$ cat config.mk
export PLATFORM = sky130hd
export DESIGN_NAME = mdu_hilo
export DESIGN_NICKNAME = d
export VERILOG_FILES = /design/src/rtl/mdu_hilo.sv
export SDC_FILE = /design/constraint.sdc
export NUM_CORES = 1
export LEC_CHECK = 0
export CAP_MARGIN = 10
export CORE_MARGIN = 2
export CORE_UTILIZATION = 52
export DETAILED_ROUTE_END_ITERATION = 8
export PLACE_DENSITY_LB_ADDON = 0.15
export SETUP_SLACK_MARGIN = 0.1
export SLEW_MARGIN = 30
export SYNTH_ARGS = -nofsm -noshare
export SYNTH_HDL_FRONTEND = slang
export SYNTH_SLANG_ARGS = --single-unit
$ cat constraint.sdc
create_clock -name clk -period 9.3 [get_ports clk]
set_input_delay 0.93 -clock clk [delete_from_list [all_inputs] [get_ports clk]]
set_output_delay 0.93 -clock clk [all_outputs]
set_load 0.01 [all_outputs]
$ cat src/rtl/mdu_hilo.sv
// mdu_hilo: 32-bit HI/LO multiply/divide unit (shift-add multiply, restoring divide).
// Define MDU_DIV_EN to build the DIV/DIVU datapath; otherwise divide requests are ignored.
module mdu_hilo (
  input  logic        clk,
  input  logic        rst,
  input  logic        start,
  input  logic [1:0]  op,
  input  logic [31:0] rs_data,
  input  logic [31:0] rt_data,
  input  logic        mthi,
  input  logic        mtlo,
  output logic [31:0] hi,
  output logic [31:0] lo,
  output logic        busy,
  output logic        done
);
  typedef enum logic [1:0] {IDLE, RUN, FIX} state_t;
  state_t state, state_next;
  logic [5:0] cnt;
  logic [31:0] a, abs_a, abs_b, p_init, res_hi, res_lo;
  logic [63:0] p, p_next, prod, mul_step;
  logic [32:0] sum;
  logic neg_q, sgn, accept, take;
  assign sgn = ~op[0];
  assign abs_a = (sgn & rs_data[31]) ? -rs_data : rs_data;
  assign abs_b = (sgn & rt_data[31]) ? -rt_data : rt_data;
  assign take = state == IDLE && accept;
  assign busy = state != IDLE;
  assign sum = {1'b0, p[63:32]} + (p[0] ? {1'b0, a} : 33'd0);
  assign mul_step = {sum, p[31:1]};
  assign prod = neg_q ? -p : p;
`ifdef MDU_DIV_EN
  logic [31:0] b;
  logic [32:0] t;
  logic [33:0] d;
  logic is_div, neg_r;
  assign accept = start;
  assign p_init = op[1] ? abs_a : abs_b;
  // Remainder lives in p[63:32], quotient bits shift into p[31:0].
  assign t = {p[63:32], p[31]};
  assign d = {1'b0, t} - {2'b0, b};
  assign p_next = !is_div ? mul_step
                : d[33] ? {t[31:0], p[30:0], 1'b0} : {d[31:0], p[30:0], 1'b1};
  assign res_hi = !is_div ? prod[63:32]
                : b == 32'd0 ? (neg_r ? -a : a)
                : neg_r ? -p[63:32] : p[63:32];
  assign res_lo = !is_div ? prod[31:0]
                : b == 32'd0 ? 32'hffff_ffff
                : neg_q ? -p[31:0] : p[31:0];
  always_ff @(posedge clk) begin
    if (rst) begin
      b <= '0;
      is_div <= 1'b0;
      neg_r <= 1'b0;
    end else if (take) begin
      b <= abs_b;
      is_div <= op[1];
      neg_r <= sgn & rs_data[31];
    end
  end
`else
  assign accept = start & ~op[1];
  assign p_init = abs_b;
  assign p_next = mul_step;
  assign res_hi = prod[63:32];
  assign res_lo = prod[31:0];
`endif
  always_comb begin
    state_next = state;
    state_next = state == IDLE ? (accept ? RUN : IDLE)
               : state == RUN ? (cnt == 6'd31 ? FIX : RUN)
               : IDLE;
  end
  always_ff @(posedge clk) begin
    if (rst) begin
      state <= IDLE;
      hi <= '0;
      lo <= '0;
      done <= 1'b0;
      cnt <= '0;
      a <= '0;
      p <= '0;
      neg_q <= 1'b0;
    end else begin
      state <= state_next;
      done <= state == FIX;
      if (take) begin
        a <= abs_a;
        p <= {32'd0, p_init};
        neg_q <= sgn & (rs_data[31] ^ rt_data[31]);
        cnt <= '0;
      end else if (state == IDLE) begin
        if (mthi) hi <= rs_data;
        if (mtlo) lo <= rs_data;
      end
      if (state == RUN) begin
        p <= p_next;
        cnt <= cnt + 6'd1;
      end
      if (state == FIX) begin
        hi <= res_hi;
        lo <= res_lo;
      end
    end
  end
endmodule

# ---- Word level (Yosys, flattened, before mapping)
# Index checks and enable logic that the tools add are counted.
dict set report totals {
  register_bits 170
  output_inout_bits 66
}
dict set report op_classes {
  addsub 5
  eq_ne 4
  n_mux 20
  bitwise 7
  reduce_logical 9
}
# cell n
set ops {}
lappend ops {{$mux 32} 11}
lappend ops {{$mux 64} 3}
lappend ops {{$neg 32->32} 2}
lappend ops {{$neg 64->64} 1}
lappend ops {{$add 32x32->33} 1}
lappend ops {{$mux 6} 2}
lappend ops {{$reduce_bool 2->1} 5}
lappend ops {{$add 6x1->6 const B} 1}
lappend ops {{$eq 6x5->1 const B} 1}
lappend ops {{$mux 2} 3}
lappend ops {{$reduce_and 3->1} 2}
lappend ops {{$and 1x1->1} 4}
lappend ops {{$eq 2x1->1 const B} 1}
lappend ops {{$eq 2x2->1 const B} 1}
lappend ops {{$logic_not 2->1} 1}
lappend ops {{$ne 2x1->1 const B} 1}
lappend ops {{$not 1->1} 2}
lappend ops {{$logic_and 1x1->1} 1}
lappend ops {{$mux 1} 1}
lappend ops {{$xor 1x1->1} 1}

# ---- Depth between registers and ports, before layout
# Gate-level depths: netlist of run 1.
dict set report depth {
  word_depth 5
  mapped_depth 15
}

# ---- Worst setup path after synthesis of run 1
# No wires, ideal clock.
dict set report synth_timing {
  path_kind {input to register}
  start {input rs_data[6]}
  end {register a[19]}
  arrival_time_ns 3.136
  required_time_ns 9.214
  slack_ns 6.079
  cell_stages 9
  path_buffers 0
  path_cell_list {or4_1 > or3_1 > nand2b_1 > nor2_1 > nand2_1 > or4_1 > o31ai_1 > xor2_1 > a211oi_1}
}
dict set report synth_between {
  elab_chain_len 2
}
# item line_no
set synth_rtl {}
lappend synth_rtl {{from (decl)} 8} ;# input logic [31:0] rs_data,
lappend synth_rtl {{$neg 32->32} 25} ;# assign abs_a = (sgn & rs_data[31]) ? -rs_data : rs_data;
lappend synth_rtl {{$mux 32} 25}
lappend synth_rtl {{to (signal assigned)} 88} ;# a <= abs_a;
lappend synth_rtl {{to (decl)} 20} ;# logic [31:0] a, abs_a, abs_b, p_init, res_hi, res_lo;
# Every way passes these cells.
# A chain may end at the register's enable or synchronous reset.

# ---- Worst setup path after layout of run 1
dict set report layout_timing {
  start {register p[0]}
  end {register p[59]}
}
dict set report layout_between {
  elab_chain_len 3
}
# item line_no
set layout_rtl {}
lappend layout_rtl {{from (decl)} 21} ;# logic [63:0] p, p_next, prod, mul_step;
lappend layout_rtl {{from (signal assigned)} 89} ;# p <= {32'd0, p_init};
lappend layout_rtl {{from (signal assigned)} 97} ;# p <= p_next;
lappend layout_rtl {{$mux 32} 29} ;# assign sum = {1'b0, p[63:32]} + (p[0] ? {1'b0, a} : 33'd0);
lappend layout_rtl {{$add 32x32->33} 29}
lappend layout_rtl {{$mux 64} 96} ;# if (state == RUN) begin
# Every way passes these cells.

==> results.txt, run 1 <==
TritonCTS built the clock tree. In the synthesized netlist the async set-or-reset flop fraction comes to 0%. The minimum clock period was 3790 ps. For this run, the number of standard cells in the final layout without fillers is 1,778. The level count of the clock H-tree is 4, and the mapped cell area is 10,800 sq um.

The starting density of the core is 53.3%, and the number of iterations in the first detailed-routing pass is 5. Horizontal die dimension: 148 microns. The tools report the number of distinct library cells after synthesis as 59. In this run, CTS created clock tree buffers numbering 17.

The master cell of the clock root buffer is clkbuf_16. Data arrives at the worst endpoint at 4160 ps. For the initial antenna violation count, the log shows 0. The first global-routing pass estimated 53,400 microns of wire.

Sequential cells account for 43.2% of the total power. dfxtp_1 is the most common cell in the netlist. After detailed routing, the number of remaining DRC violations is 0. Counting every net in the synthesized netlist gives 1,533. The worst setup path is launched from a register. The cell taking the most area after synthesis is dfxtp_1. In this run the mean area of a mapped cell was 7.59 sq um.

The core region is 20,300 sq um. The accumulated negative setup slack was 0 ps. After detailed routing, the total wire length is 34,000 microns. Maximum clock path buffer count: 2. The cell depth of the worst flop-to-flop path is 14.

Of the post-synthesis cell area, the dominant cell type holds 31.5%. The aggregate global routing overflow came out at 0. Power spread over the standard cell area amounts to 145 nW/um^2. The die covers 22,000 sq um. The initialized floorplan defines 52 standard-cell rows. The maximum fanout count along the critical path works out to 32. By area the synthesized netlist is led by dfxtp_1 31%, xor2_1 6.5%, a21oi_1 6.2%.

The final worst-path cycle share was 40.8%; the max-cap violation count was 0. The floorplan step set the die height to 148 microns. STA puts the critical path data required time at 9670 ps. In this run, post-CTS repair resized a total of 0 instances.

Detailed placement finished with a half-perimeter wire length of 24,500 microns. On the worst path, the slowest cell contributes a delay of 540 ps. In the final design database the tool counted 1,603 nets.

The worst hold path belongs to the class register to register. The total setup violations reported at the end of the flow was 0; the count of clock tree sinks was 170. The run finished with clean final reports.

The critical path endpoint category was a register. The tools report the overall global routing resource usage as 30.5%. From synthesis to final layout, the design area changed by 18.8%. In this run, synthesis produced a sequential element count of 170.

Most instantiated flip-flop cell in the synthesis netlist: dfxtp_1. Net switching is 30.6% of the power. The internal portion of the total power is 1.29 mW.

The transition time at the pin with the least slew margin is 942 ps, and the worst slew margin relative to its limit is 37.2%. The number of flops mapped to enable cells by yosys was 0; the net switching component of the power was 0.569 mW. Setup repair after global routing left no endpoint under its margin. Timing analysis after detailed placement gives a worst setup slack of 5280 ps.

The clock latency on the worst-skew pair is 440 ps, and the share of layout cells above drive strength 1 is 4.58%. The design draws 1.86 mW. Portion of total power attributed to the clock network: 37.2%. The count of boundary I/O pins came out at 137.

Counting instances in the post-synthesis netlist gives the leading cell types as 170 x dfxtp_1, 158 x nor2_1, 144 x nand2_1, 133 x a21oi_1, 88 x clkbuf_1. The logs give 0 for the count of endpoints failing hold in the final timing report and 1,169 for the starting DRC count in detailed routing. The average detailed-routed wire length per instance came out at 19.1 microns. Count of buffers from port buffering: 136. The number of diodes added for antenna fixing was 0; the largest net degree at the start of global routing was 96. The worst path meets setup with 5510 ps of slack.

After clock tree synthesis, the clock-pin slew on the worst setup and hold paths is 70 ps. Once the clock tree was built, the setup fixing pass inserted 0 buffers. Yosys warning count: 0. Cells fill 63.3% of the core in the end. Using the TritonRoute via totals, the vias-per-cell ratio works out to 6.11.

The share of power burned in combinational logic is 19.5%. The worst setup path category was register to register. The tools report the via count of the first global-routing pass as 9,966. Sequential elements use 31.5% of the synthesized area. In this run, post-CTS hold repair placed 0 buffers.

Static timing analysis puts the maximum clock frequency at 0.264 GHz. In this run the remaining antenna-violating nets after routing total 0. The critical path goes through buf_4, and2_1, ha_1, inv_1, fa_1, nand2b_1, a21oi_1, o21ai_0, o211ai_1, a31oi_1, o21ai_0, a41oi_1, xor2_1, o21ai_0. The cell count after synthesis came out at 1,425. The master of the slowest instance on the critical path was o21ai_0. Detailed routing inserted a total of 10,900 vias.

Cell type with the highest occurrence count on the critical path: o21ai_0. The worst-case IR drop observed on VDD is 0.0981 mV. Routability-driven placement finished with a final weighted congestion of 0.909. Clock tree skew after final layout: 12.4 ps. For the final-report max-slew violation count, the log shows 0. Counting instances, the worst hold path has a depth of 2. For this design the static power due to leakage is 4.70 nW.

The number of placed instances, taps included, is 1,746.
## flip-flops by register name, summed over array words and instances (netlist names)
| name | cells |
|---|---|
| neg_q | 1 |
| done | 1 |
| p | 64 |
| a | 32 |
| state | 2 |
| hi | 32 |
| lo | 32 |
| cnt | 6 |
## area by class of cell
type	count	area, sq um
Clock buffer	17	425
Clock inverter	15	140
Fill cell	1866	7460
Inverter	26	97.6
Multi-Input combinational cell	1130	6970
Sequential cell	170	3400
Tap cell	270	338
Timing Repair Buffer	150	1460
## critical path: cells and delay by family, from the launching register on
kind,cells,cell delay [ps]
AOI/OAI and AO/OA,7,1800
xor gates and xnor gates,1,170
adders and majority gates,2,540
buffers and inverters,2,410
DFF,1,430
and+or+nand+nor,2,370
## power by group through the flow
stage               Combinational [mW]  Clock [mW]  Sequential, mW
floorplan                        0.201           0           0.816
global placement                 0.353           0           0.819
detailed placement               0.356           0           0.820
CTS                              0.359       0.696           0.804
global route                     0.394       0.730           0.809
finish                           0.363       0.694           0.805
## stage by stage
step,hold slack [ps],cell area [sq um]
5_1_grt,471,12800
6_report,454,12800
3_5_place_dp,438,12300
2_1_floorplan,432,10800
3_3_place_gp,437,12300
4_1_cts,452,12800
## path summary, 6_finish.rpt
check                      from            endpoint  slack, ps
max           p[0]$_SDFFE_PP0P_  p[59]$_SDFFE_PP0P_       5510
min          hi[1]$_SDFFE_PP0P_  hi[1]$_SDFFE_PP0P_        450
max reg2reg   p[0]$_SDFFE_PP0P_  p[59]$_SDFFE_PP0P_       5510
min reg2reg  hi[1]$_SDFFE_PP0P_  hi[1]$_SDFFE_PP0P_        450
## cell families (layout without fill, tap and decap cells)
family                   Yosys count  in the layout  synth area share [%]
flip-flops                       170            170                  31.5
adder cells (fa/ha/maj)           37             37                  4.35
AND/OR/NAND/NOR                  513            513                  22.4
XOR/XNOR                         137            137                  11.1
buffers and inverters            125            208                  4.37
AO/OA/AOI/OAI                    440            440                  26.1
multiplexers                       3              3                 0.289
## layout by cell type (no fill, tap or decap), types with 7 or more instances in the layout
master / instances
a2111oi_0: 9
a211oi_1: 54
a21o_1: 8
a21oi_1: 133
a22o_1: 8
a22oi_1: 36
a31oi_1: 11
and2_1: 36
and3_1: 7
buf_4: 15
clkbuf_16: 17
clkdlybuf4s50_1: 135
dfxtp_1: 169
ha_1: 36
inv_1: 26
nand2_1: 144
nand2b_1: 24
nand3_1: 29
nand4_1: 11
nor2_1: 155
nor3_1: 36
nor4_1: 15
o211ai_1: 8
o21ai_0: 81
o221ai_1: 7
o22ai_1: 15
o31ai_1: 26
o41ai_1: 14
or3_1: 16
or4_1: 13
xnor2_1: 57
xor2_1: 80
## per-layer routing
layer | GRT usage (%) | up-vias | wire length (microns)
li1 | - | 5279 | -
met1 | 41.5 | 5102 | 15100
met2 | 49.9 | 420 | 15600
met3 | 3.87 | 64 | 2340
met4 | 10.7 | 0 | 965
met5 | 0 | - | 0
Power figures use the tool's default switching activity.
==> run 2, diff against run 1 <==
==> constraint.sdc (replaced) <==
create_clock -name clk -period 3.8 [get_ports clk]
set_input_delay 0.38 -clock clk [delete_from_list [all_inputs] [get_ports clk]]
set_output_delay 0.38 -clock clk [all_outputs]
set_load 0.01 [all_outputs]
==> results.txt, run 2 (synthesized netlist as in run 1, its figures left out) <==
Core region area: 20,300 sq um (unchanged). The tools report the overall global routing resource usage as 31.6% (was 30.5%). Power per unit of standard cell area: 354 nW/um^2 (was 145 nW/um^2).

The die height is 148 microns (unchanged). The share of power burned in combinational logic is 19.4% (was 19.5%). The tools report the final-report max-slew violation count as 0 (unchanged).

The placement row count came out at 52 (unchanged). The number of nets in the final layout was 1,613 (was 1,603). For the post-CTS setup buffer count, the log shows 0 (unchanged).

The transition time at the pin with the least slew margin is 950 ps (was 942 ps), and the post-placement cell count is 1,756 (was 1,746). The number of cells traversed by the worst hold path is 2 (unchanged). The sequential power share is 43.0% (was 43.2%), and the final worst-path cycle share is 88.1% (was 40.8%). Average detailed-routed wire length per instance: 19.7 microns (was 19.1 microns). The tools report the source of the worst hold timing path as rst (was hi[1]$_SDFFE_PP0P_). The share of layout cells above drive strength 1 came out at 5.14% (was 4.58%). Most used cells in the layout excluding fill and tap cells: 169 x dfxtp_1, 156 x nor2_1, 144 x nand2_1 (was 169 x dfxtp_1, 155 x nor2_1, 144 x nand2_1). The flip-flop count of the largest register, all copies and words added is 64 (unchanged). The tools report the number of iterations in the first detailed-routing pass as 6 (was 5). The starting DRC count in detailed routing is 934 (was 1,169), and the maximum clock path buffer count is 2 (unchanged). The achievable clock frequency was 0.299 GHz (was 0.264 GHz); the count of antenna-violating nets left after detailed routing was 0 (unchanged). The filler cell count in the final layout is 1,876 (was 1,866). The layout overhead on the synthesized area works out to 19.6% (was 18.8%). The logs give 4.76 nW (was 4.70 nW) for the reported leakage power and 54,800 microns (was 53,400 microns) for the global-route wire length before repair. The logs give 25,700 microns (was 24,500 microns) for the HPWL after detailed placement and 0 (unchanged) for the count of endpoints failing hold in the final timing report. For the arrival time at the worst endpoint, the log shows 3670 ps (was 4160 ps). The clock tree skew after final layout is 11.9 ps (was 12.4 ps). The total setup violations reported at the end of the flow came out at 0 (unchanged). The most common library cell in the layout ignoring fill and taps is dfxtp_1 (unchanged).

The data required time at the worst endpoint was 4120 ps (was 9670 ps). The clock-pin slew reported for the worst setup and hold paths after clock tree synthesis is 80 ps (was 70 ps), and the cell depth of the worst flop-to-flop path is 13 (was 14). The tools report the master cell of the clock root buffer as clkbuf_16 (unchanged). The minimum clock period works out to 3350 ps (was 3790 ps). TritonCTS built the clock tree. The run finished with clean final reports. The worst setup path category was register to register (unchanged). The clock latency on the worst-skew pair is 440 ps (about the same), and the net switching share of the total power is 31.7% (was 30.6%). The count of buffers from port buffering is 136 (unchanged). The tools report the end point of the worst hold path as lo[3]$_SDFFE_PP0P_ (was hi[1]$_SDFFE_PP0P_).

The largest net degree at the start of global routing came out at 67 (was 96). The max-cap violation count came out at 0 (unchanged). The worst ir drop on vdd came out at 0.235 mV (was 0.0981 mV).

The tools report the level count of the clock H-tree as 4 (unchanged). Element type at the critical path start: a register (unchanged). The total via count after detailed routing came out at 11,000 (was 10,900). Start of the worst register-to-register path: p[0]$_SDFFE_PP0P_ (unchanged). The run gives 36.4% (was 37.2%) as the worst slew margin relative to its limit. The net switching component of the power was 1.45 mW (was 0.569 mW). The logs give 0 (unchanged) for the initial antenna violation count and 0 (unchanged) for the post-CTS resize count.

The accumulated negative setup slack is 0 ps (unchanged). Setup repair after global routing left no endpoint under its margin. The maximum fanout count along the critical path works out to 8 (was 32). Register with the most flip-flops: p (unchanged). The run gives 170 (unchanged) as the count of clock tree sinks. The logs give 6980 sq um (was 6970 sq um) for the area of the multi-input gates and 0 (unchanged) for the hold-fix buffer count after cts.

The number of diodes added for antenna fixing is 0 (unchanged). The via count of the first global-routing pass was 10,300 (was 9,966); the post-layout instance count excluding filler cells was 1,788 (was 1,778). The area used by sequential logic in the layout is 3400 sq um (unchanged). The count of boundary I/O pins was 137 (unchanged).

The routability congestion estimate came out at 0.958 (was 0.909). The number of design rule violations left after detail routing is 0 (unchanged). The tools report the number of buffers created by CTS as 17 (unchanged). The tools report the routed wire length as 35,100 microns (was 34,000 microns). The run gives 0 (unchanged) as the aggregate global routing overflow. The horizontal die dimension is 148 microns (unchanged).

The internal reg-to-reg setup slack is 450 ps (was 5510 ps), and the via-per-instance ratio is 6.15 (was 6.11). The portion of total power attributed to the clock network was 37.6% (was 37.2%); the starting density of the core was 53.3% (unchanged). Full die area: 22,000 sq um (unchanged). Capturing point of the worst reg2reg path: p[57]$_SDFFE_PP0P_ (was p[59]$_SDFFE_PP0P_). The run gives 3.13 mW (was 1.29 mW) as the internal power summed over all cells. The critical path endpoint category was a register (unchanged). The run gives 4.58 mW (was 1.86 mW) as the sum of internal, switching and leakage power.

The classification of the worst-slack hold path was input pin to register (was register to register).
run 2: cell types whose count changed in the layout (fill, tap and decap cells not counted), moves of 2 or more:
cell	before	now
buf_4	15	25
clkinvlp_4	4	2
clkinv_8	0	2
inv_8	0	4
clkinv_2	2	0
run 2: final cells by class:
| class | instances | share of cell area (%) |
|---|---|---|
| Sequential cell | 170 | 26.3 |
| Clock buffer | 17 | 3.29 |
| Timing Repair Buffer | 160 | 11.9 |
| Tap cell | 270 | 2.61 |
| Multi-Input combinational cell | 1130 | 53.9 |
| Inverter | 26 | 0.754 |
| Clock inverter | 15 | 1.19 |
run 2: critical path, cell delays in order, from the launching register on:
cell,delay (ps)
dfxtp_1,460
and2_1,170
ha_1,160
inv_1,50
fa_1,390
nand2b_1,250
a21oi_1,190
o21ai_0,160
o211ai_1,360
a31oi_1,210
o21ai_0,410
a31oi_1,170
xnor2_1,160
o21ai_0,80
run 2: power groups by stage:
stage          Clock [mW]  Combinational (mW)  Sequential, mW
5_1_grt              1.80               0.964            1.98
6_report             1.72               0.890            1.97
3_3_place_gp            0               0.865            2.01
4_1_cts              1.73               0.881            1.97
2_1_floorplan           0               0.492            2.00
3_5_place_dp            0               0.875            2.01
run 2: worst max-delay path by stage:
stage,start,to,slack (ps),cells after the start
6_report,p[0]$_SDFFE_PP0P_,p[57]$_SDFFE_PP0P_,450,13
5_1_grt,p[0]$_SDFFE_PP0P_,p[59]$_SDFFE_PP0P_,280,12
4_1_cts,p[32]$_SDFFE_PP0P_,hi[29]$_SDFFE_PP0P_,550,9
3_5_place_dp,rs_data[6],a[19]$_SDFFE_PP0P_,330,10
3_3_place_gp,rs_data[6],a[19]$_SDFFE_PP0P_,390,10
2_1_floorplan,p[0]$_SDFFE_PP0P_,p[59]$_SDFFE_PP0P_,800,15
run 2: through the flow:
step	area [sq um]	worst slack, ps	hold slack, ps	util (%)
3_3_place_gp	12300	386	438	60.8
2_1_floorplan	10800	800	432	-
4_1_cts	12900	554	418	63.7
5_1_grt	12900	277	449	63.7
3_5_place_dp	12400	331	446	60.9
6_report	12900	453	430	63.7
run 2: layer usage:
metal | vias to the layer above | wire length [microns] | track usage [%]
li1 | 5290 | - | -
met1 | 5159 | 14700 | 42.0
met2 | 462 | 16500 | 51.7
met3 | 87 | 2630 | 4.26
met4 | 0 | 1310 | 13.6
met5 | - | 0 | 0
==> run 3, diff against run 2 <==
--- a/config.mk
+++ b/config.mk
@@ -9,6 +9,7 @@
 export CORE_MARGIN = 2
 export CORE_UTILIZATION = 52
 export DETAILED_ROUTE_END_ITERATION = 8
+export DONT_BUFFER_PORTS = 1
 export PLACE_DENSITY_LB_ADDON = 0.15
 export SETUP_SLACK_MARGIN = 0.1
 export SLEW_MARGIN = 30
==> results.txt, run 3 (synthesized netlist as in run 1, its figures left out) <==
The internal power summed over all cells came out at 3.14 mW (was 3.13 mW). The routability congestion estimate came out at 0.936 (was 0.958). The level count of the clock H-tree is 4 (unchanged), and the starting density of the core is 53.3% (unchanged). The total setup violations reported at the end of the flow is 0 (unchanged), and the area used by sequential logic in the layout is 3400 sq um (unchanged). For the via count of the first global-routing pass, the log shows 9,549 (was 10,300). The design area is 11,600 sq um (was 12,900 sq um). The number of design rule violations left after detail routing was 0 (unchanged). The logs give 0 (unchanged) for the post-CTS resize count and 4150 ps (was 4120 ps) for the data required time at the worst endpoint. The final worst-path cycle share is 83.2% (was 88.1%), and the global-route wire length before repair is 51,200 microns (was 54,800 microns).

For the total via count after detailed routing, the log shows 10,200 (was 11,000). The worst ir drop on vdd is 0.232 mV (was 0.235 mV), and the full die area is 22,000 sq um (unchanged). The tools report the worst slew margin relative to its limit as 42.7% (was 36.4%). Number of iterations in the first detailed-routing pass: 6 (unchanged).

The aggregate global routing overflow was 0 (unchanged); the initial antenna violation count was 0 (unchanged). The sum of internal, switching and leakage power was 4.43 mW (was 4.58 mW). The power per unit of standard cell area is 382 nW/um^2 (was 354 nW/um^2), and the via-per-instance ratio is 6.19 (was 6.15). The master cell of the clock root buffer was clkbuf_16 (unchanged).

The die height came out at 148 microns (unchanged). The register with the most flip-flops was p (unchanged). The transition time at the pin with the least slew margin works out to 856 ps (was 950 ps). The flow ran to the end, and the final reports show no timing, DRC or antenna violations. The largest net degree at the start of global routing was 139 (was 67); the maximum clock path buffer count was 2 (unchanged). The run gives 1,478 (was 1,613) as the number of nets in the final layout.

The placed instance area was 11,000 sq um (was 12,400 sq um). The placement row count was 52 (unchanged). The share of layout cells above drive strength 1 came out at 5.64% (was 5.14%).

The worst setup path category is register to register (unchanged). The run gives 170 (unchanged) as the count of clock tree sinks. Reported leakage power: 4.27 nW (was 4.76 nW).

Clock-pin slew reported for the worst setup and hold paths after clock tree synthesis: 70 ps (was 80 ps). The minimum clock period works out to 3160 ps (was 3350 ps). Portion of total power attributed to the clock network: 41.2% (was 37.6%). The worst slack at placement came out at 674 ps (was 331 ps).

The average detailed-routed wire length per instance was 19.9 microns (was 19.7 microns); the post-layout instance count excluding filler cells was 1,653 (was 1,788). Most used cells in the layout excluding fill and tap cells: 169 x dfxtp_1, 155 x nor2_1, 144 x nand2_1 (was 169 x dfxtp_1, 156 x nor2_1, 144 x nand2_1). The count of endpoints failing hold in the final timing report was 0 (unchanged). The run gives 0 (unchanged) as the final-report max-slew violation count. The clock latency on the worst-skew pair was 440 ps (about the same). The element type at the critical path start was a register (unchanged). The achievable clock frequency was 0.316 GHz (was 0.299 GHz); the horizontal die dimension was 148 microns (unchanged). TritonCTS built the clock tree.

The logs give 0 (unchanged) for the count of antenna-violating nets left after detailed routing and 0 ps (unchanged) for the accumulated negative setup slack. The layout overhead on the synthesized area was 7.39% (was 19.6%); the count of boundary I/O pins was 137 (unchanged). Net switching share of the total power: 29.2% (was 31.7%).

For the post-placement cell count, the log shows 1,620 (was 1,756). The maximum fanout count along the critical path was 8 (unchanged); the number of buffers created by CTS was 17 (unchanged). The overall global routing resource usage is 29.5% (was 31.6%), and the share of power burned in combinational logic is 13.7% (was 19.4%).

The tools report the area of the multi-input gates as 6970 sq um (was 6980 sq um). The run gives 20,300 sq um (unchanged) as the core region area. The starting DRC count in detailed routing was 703 (was 934).

The HPWL after detailed placement was 24,400 microns (was 25,700 microns); the flip-flop count of the largest register, all copies and words added was 64 (unchanged). The routed wire length is 32,900 microns (was 35,100 microns). The critical path endpoint category is a register (unchanged).

Setup repair after global routing left no endpoint under its margin. The max-cap violation count came out at 0 (unchanged). Clock tree skew after final layout: 12.0 ps (was 11.9 ps). The final worst slack is 638 ps (was 453 ps), and the count of buffers from port buffering is 0 (was 136).

Filler cell count in the final layout: 1,988 (was 1,876). For the net switching component of the power, the log shows 1.29 mW (was 1.45 mW). Classification of the worst-slack hold path: input pin to register (unchanged). The run gives 3510 ps (was 3670 ps) as the arrival time at the worst endpoint.

The most common library cell in the layout ignoring fill and taps was dfxtp_1 (unchanged). The sequential power share is 45.2% (was 43.0%), and the number of diodes added for antenna fixing is 0 (unchanged).
[run 3: cell types whose count changed in the layout (fill, tap and decap cells not counted)]
| cell | change |
|---|---|
| buf_4 | -1 |
| dlygate4sd3_1 | +1 |
| nor2_2 | +1 |
| inv_8 | -2 |
| bufinv_16 | +2 |
| inv_6 | -1 |
| nor2_1 | -1 |
| clkinvlp_4 | +1 |
| nor3_4 | -1 |
| nor3_2 | +1 |
| clkinv_8 | -2 |
| clkbuf_8 | +2 |
| clkdlybuf4s50_1 | -135 |
[run 3: power by group through the flow]
stage / combinational (mW) / sequential (mW) / clock, mW
3_5_place_dp: 0.602 / 2.04 / 0
3_3_place_gp: 0.594 / 2.04 / 0
2_1_floorplan: 0.492 / 2.00 / 0
5_1_grt: 0.677 / 2.01 / 1.91
6_report: 0.606 / 2.00 / 1.83
4_1_cts: 0.604 / 2.00 / 1.84
[run 3: final cells by class]
| type | instances | area share, % |
|---|---|---|
| Timing Repair Buffer | 25 | 1.64 |
| Sequential cell | 170 | 29.3 |
| Clock inverter | 13 | 1.36 |
| Multi-Input combinational cell | 1130 | 60.0 |
| Inverter | 26 | 0.840 |
| Tap cell | 270 | 2.91 |
| Clock buffer | 19 | 3.90 |
[run 3: stage by stage]
stage,hold WS [ps],util (%)
floorplan,432,-
global placement,438,54.1
detailed placement,439,54.1
CTS,1.08,57.2
global route,-4.32,57.2
finish,11.3,57.2
[run 3: path summary, 6_finish.rpt]
path,start,end,slack [ps],cells past startpoint
worst max-delay path,p[32]$_SDFFE_PP0P_,hi[29]$_SDFFE_PP0P_,640,9
worst min-delay path,rst,a[1]$_SDFFE_PP0P_,10,1
worst max register to register,p[32]$_SDFFE_PP0P_,hi[29]$_SDFFE_PP0P_,640,9
worst min register to register,a[31]$_SDFFE_PP0P_,a[31]$_SDFFE_PP0P_,460,2
[run 3: timing repair]
action	CTS	global route
hold endpoints to repair	0	1
hold buffers	0	1
setup endpoints to repair	0	0
buffers inserted	0	0
[run 3: critical path, stage by stage (launching register included)]
cell and delay [ps]:
dfxtp_1 370, or3_4 430, or3_4 400, or4_1 440, or3_1 520, or2_4 320, o31ai_4 220, xnor2_1 140
nor2_1 70, nor4_1 150
[run 3: per-layer routing]
metal | part of all wire, % | wire (microns) | up-vias | track usage [%]
li1 | - | - | 5023 | -
met1 | 43 | 14200 | 4823 | 38.6
met2 | 47 | 15400 | 332 | 48.0
met3 | 6.9 | 2260 | 62 | 5.98
met4 | 3.3 | 1090 | 0 | 11.8
met5 | 0 | 0 | - | 0
